`src/rtl/vga_fb_arbiter.sv`:
```
// Framebuffer port arbiter: display reads own the RAM whenever a visible pixel
// is fetched; game-logic writes queue in a small FIFO and drain in every other slot.
module vga_fb_arbiter #(
  parameter int H_ACTIVE   = 640,
  parameter int V_ACTIVE   = 480,
  parameter int FB_W       = 160,
  parameter int ADDR_W     = 15,
  parameter int DATA_W     = 12,
  parameter int FIFO_DEPTH = 8
) (
  input  logic              clk,
  input  logic              reset,
  input  logic              pix_en,
  input  logic [9:0]        pixelX,
  input  logic [9:0]        pixelY,
  input  logic              wr_valid,
  output logic              wr_ready,
  input  logic [ADDR_W-1:0] wr_addr,
  input  logic [DATA_W-1:0] wr_data,
  output logic [ADDR_W-1:0] mem_addr,
  output logic              mem_we,
  output logic [DATA_W-1:0] mem_wdata,
  input  logic [DATA_W-1:0] mem_rdata,
  output logic [DATA_W-1:0] pix_data,
  output logic [3:0]        fifo_level,
  output logic              addr_err
);

  localparam int PTR_W    = $clog2(FIFO_DEPTH);
  localparam int LVL_W    = PTR_W + 1;
  localparam int FB_WORDS = FB_W * (V_ACTIVE / 4);

  typedef struct packed {
    logic [ADDR_W-1:0] addr;
    logic [DATA_W-1:0] data;
  } wr_req_t;

  wr_req_t           fifo_q [FIFO_DEPTH];
  logic [PTR_W-1:0]  wptr_q, rptr_q;
  logic [LVL_W-1:0]  level_q, level_d;
  logic              wr_ready_q, wr_ready_d;
  logic              addr_err_q;
  logic [ADDR_W-1:0] mem_addr_q, mem_addr_d;
  logic              mem_we_q, mem_we_d;
  logic [DATA_W-1:0] mem_wdata_q, mem_wdata_d;
  logic [1:0]        vld_pipe_q, act_pipe_q;
  logic [DATA_W-1:0] pix_q, pix_d;

  logic              active, rd_slot, accept, in_range, push, pop;
  logic [7:0]        yb, xb;
  logic [ADDR_W-1:0] rd_addr;
  wr_req_t           head;

  assign active   = ({22'd0, pixelX} < 32'(H_ACTIVE)) && ({22'd0, pixelY} < 32'(V_ACTIVE));
  assign rd_slot  = pix_en && active;
  assign accept   = wr_valid && wr_ready_q;
  assign in_range = 32'(wr_addr) < 32'(FB_WORDS);
  assign push     = accept && in_range;
  assign pop      = !rd_slot && (level_q != '0);
  assign head     = fifo_q[rptr_q];

  // y*160 + x as shifts: 160 = 128 + 32
  assign yb      = pixelY[9:2];
  assign xb      = pixelX[9:2];
  assign rd_addr = (ADDR_W'(yb) << 7) + (ADDR_W'(yb) << 5) + ADDR_W'(xb);

  assign level_d    = level_q + LVL_W'(push) - LVL_W'(pop);
  assign wr_ready_d = (level_d != LVL_W'(FIFO_DEPTH));

  always_comb begin
    mem_addr_d  = mem_addr_q;
    mem_wdata_d = mem_wdata_q;
    mem_we_d    = 1'b0;
    if (rd_slot) begin
      mem_addr_d = rd_addr;
    end else if (pop) begin
      mem_we_d    = 1'b1;
      mem_addr_d  = head.addr;
      mem_wdata_d = head.data;
    end
  end

  always_comb begin
    pix_d = pix_q;
    if (vld_pipe_q[1]) pix_d = act_pipe_q[1] ? mem_rdata : '0;
  end

  always_ff @(posedge clk) begin
    if (push) fifo_q[wptr_q] <= '{addr: wr_addr, data: wr_data};
  end

  always_ff @(posedge clk or negedge reset) begin
    if (!reset) begin
      wptr_q      <= '0;
      rptr_q      <= '0;
      level_q     <= '0;
      wr_ready_q  <= 1'b0;
      addr_err_q  <= 1'b0;
      mem_addr_q  <= '0;
      mem_we_q    <= 1'b0;
      mem_wdata_q <= '0;
      vld_pipe_q  <= '0;
      act_pipe_q  <= '0;
      pix_q       <= '0;
    end else begin
      if (push) wptr_q <= wptr_q + 1'b1;
      if (pop)  rptr_q <= rptr_q + 1'b1;
      level_q     <= level_d;
      wr_ready_q  <= wr_ready_d;
      if (accept && !in_range) addr_err_q <= 1'b1;
      mem_addr_q  <= mem_addr_d;
      mem_we_q    <= mem_we_d;
      mem_wdata_q <= mem_wdata_d;
      // stage 0 lines up with the address, stage 1 with mem_rdata
      vld_pipe_q  <= {vld_pipe_q[0], pix_en};
      act_pipe_q  <= {act_pipe_q[0], active};
      pix_q       <= pix_d;
    end
  end

  assign wr_ready   = wr_ready_q;
  assign addr_err   = addr_err_q;
  assign mem_addr   = mem_addr_q;
  assign mem_we     = mem_we_q;
  assign mem_wdata  = mem_wdata_q;
  assign pix_data   = pix_q;
  assign fifo_level = 4'(level_q);

endmodule
```
`config.mk`:
```
export PLATFORM = sky130hd
export DESIGN_NAME = vga_fb_arbiter
export DESIGN_NICKNAME = d
export VERILOG_FILES = /design/src/rtl/vga_fb_arbiter.sv
export SDC_FILE = /design/constraint.sdc
export NUM_CORES = 1
export LEC_CHECK = 0
export CORE_UTILIZATION = 55
export DETAILED_ROUTE_END_ITERATION = 8
export PLACE_DENSITY = 0.77
export SLEW_MARGIN = 20
export SYNTH_ARGS = -nofsm -noshare
export SYNTH_HDL_FRONTEND = slang
export SYNTH_SLANG_ARGS = --single-unit
```
`constraint.sdc`:
```
create_clock -name clk -period 6.6 [get_ports clk]
set_input_delay 1.98 -clock clk [delete_from_list [all_inputs] [get_ports clk]]
set_output_delay 1.98 -clock clk [all_outputs]
set_load 0.1 [all_outputs]
```
==> reports/metrics.cfg <==
[final_layout]
final_util_pct = 68.0
area_growth_syn_to_layout_pct = 21.2
finalNetCount = 807
num-fill-cells = 1305
multi_input_area_sq_mm = 0.00282
fin_cells = 1005
diodes = 0
register_area_sq_mm = 0.00789
final_area_sq_mm = 0.0132
drive_above_1_share_pct = 15.9

[timing]
fin_crit_ns = 4.66
layout_setup_ws_ns = 1.94
fin_skew_ns = 0.0165
final_hold_viol_count = 0
setup-violations-final = 0
slew_headroom_pct = 30.2
whs_ns = 0.348
setup_tns_ns = 0
period_share_pct = 70.6
fmax_mhz = 215
timing_max_transition_violations_final = 0
tightest_slew_ns = 1.05
rsz0062_at_grt = no

[clock_tree]
path_clk_slew_ns = 0.06
cts_tree = done
hold_buffers = 0
cts_sinks = 272
clock_latency_ns = 0.55
htree_levels = 1
cts_buffer_depth = 3
ctsResizeCount = 0
cts-root-buf = clkbuf_16
post_cts_buffers = 0
numCtsBuffers = 27

[synthesis]
synth-seq-cells = 272
ys_types = 47
yosys-top-cells-area = edfxtp_1 59%, dfrtp_1 13%, mux4_2 8.2%
yosys.area.top_type = edfxtp_1
yosys_most_used_dff = edfxtp_1
synth_common_cells = 216 x edfxtp_1, 56 x dfrtp_1, 40 x mux4_2
syn_inst = 601
synth.most_common_cell = edfxtp_1
syn-num-nets = 689
synth_async_sr_flop_share_pct = 20.6
seq_area_frac_synth_pct = 72.2
synth_edf_count = 216
synth_top_area_share_pct = 59.4
yosysWarnings = 0
syn_area_per_cell_sq_um = 18.2
netlist_area_sq_mm = 0.0109

[worst_setup_path]
cp.required_ns = 7.00
arrival_ns = 5.06
path_common_cell = inv_1
crit_buf_inv = 4
cpMaxStageDelayCell = clkdlybuf4s50_1
crit_fanout = 9
setup.worst_path.class = input port to flop
crit_path_end_kind = flop
critPathTopFamily = adder cells
max_stage_delay_ns = 0.64
critPathLaunchType = input port
path_cells = clkdlybuf4s50_1 > a21o_1 > a211oi_2 > o211ai_1 > ha_1 > inv_1 > ha_1 > inv_1 > fa_1 > inv_1 > or4b_1

[grt]
grt_pass1_wl_um = 33100
grt_pass1_vias = 6052
grt_usage_pct = 22.0
grt_max_degree = 57
antenna_found_initial = 0
overflow = 0

[floorplanning]
io_pins = 109
die_w_um = 143
die_area_sq_mm = 0.0204
initial_core_util_pct = 56.1
row_count = 51
die_height_um = 143
design.core.area_sq_mm = 0.0195

[place]
place.port_buffers = 104
globalplace.congestion = 0.856
place.detailed.hpwl_um = 12200
dp_cells = 954
place_ws_ns = 0.846
placed_cell_area_sq_mm = 0.0123

[routing]
detail-route-antenna-nets = 0
firstDrtPassIters = 4
drc = 0
vias = 5769
wl_per_cell_um = 21.5
post_drt_via_cell_ratio = 5.74
first_iter_violations = 447
wirelength_um = 21600

[pwr]
p_per_area_mw_per_mm2 = 460
power.total_mw = 6.08
power_leakage_nw = 4.70
ir_drop_uv = 411

[status]
status = finished clean

[min_path]
hold_class = flop to flop

[flow_run]
cap_violations = 0

## kinds of logic after synthesis
family          Yosys count  synth area share (%)
flops                   272                  72.2
compound gates           75                  4.07
simple gates             74                  3.58
mux                      86                  13.7
fa+ha+maj                25                  3.07
buf+inv                  57                  2.44
xor+xnor                 12                 0.962
## state kept, by name, summed over array words and instances (netlist names)
register / flops
fifo_q: 216
mem_addr: 15
mem_wdata: 12
pix_data: 12
fifo_level: 4
rptr_q: 3
wptr_q: 3
act_pipe_q: 2
vld_pipe_q: 2
addr_err: 1
mem_we: 1
wr_ready: 1
## worst paths after layout
| path | end | slack (ns) | depth (start not counted) | startpoint |
|---|---|---|---|---|
| min | act_pipe_q[1] | 0.35 | 0 | act_pipe_q[0] |
| max | wr_ready | 1.94 | 11 | wr_addr[9] |
| min in group asynchronous | mem_wdata[0] | 1.61 | 2 | reset |
| max reg2reg | wr_ready | 3.91 | 11 | fifo_level[2] |
| min reg2reg | act_pipe_q[1] | 0.35 | 0 | act_pipe_q[0] |
| max in group asynchronous | rptr_q[0] | 4.42 | 2 | reset |
## placed cells by master (no fill, tap or decap), drive strengths merged, types with 3 or more instances in the layout
master	count
clkbuf	31
nor2	19
a21oi	24
nand3	12
o22ai	6
clkinv	12
buf	14
o211ai	5
a21o	3
bufinv	5
xor2	4
or3	7
xnor2	8
clkdlybuf4s50	103
ha	22
mux2i	36
nor4b	5
edfxtp	216
nor3	9
dfrtp	56
nor4	5
mux4	48
inv	30
fa	3
nand2	10
o21ai	28
nand2b	3
## power by group
group | internal, mW | leakage [nW] | switching (mW)
logic | 0.760 | 1.62 | 1.30
clock network | 0.966 | 0.469 | 0.639
registers | 2.11 | 2.61 | 0.310
total | 3.83 | 4.70 | 2.25
## cell type report
type,instances,share of cell area (%)
clock buffer,31,5.29
clock inverter,19,1.87
inverter,29,0.822
multi-input combinational,272,21.3
sequential,272,59.6
tap,265,2.50
timing repair buffer,117,8.56
## metal layers
| layer | track usage, % | wire length [um] |
|---|---|---|
| met2 | 38.2 | 10900 |
| met4 | 6.73 | 486 |
| met3 | 3.22 | 1310 |
| met1 | 28.8 | 8860 |
| met5 | 0 | 0 |
No activity file was read; power rests on OpenSTA's default activity.
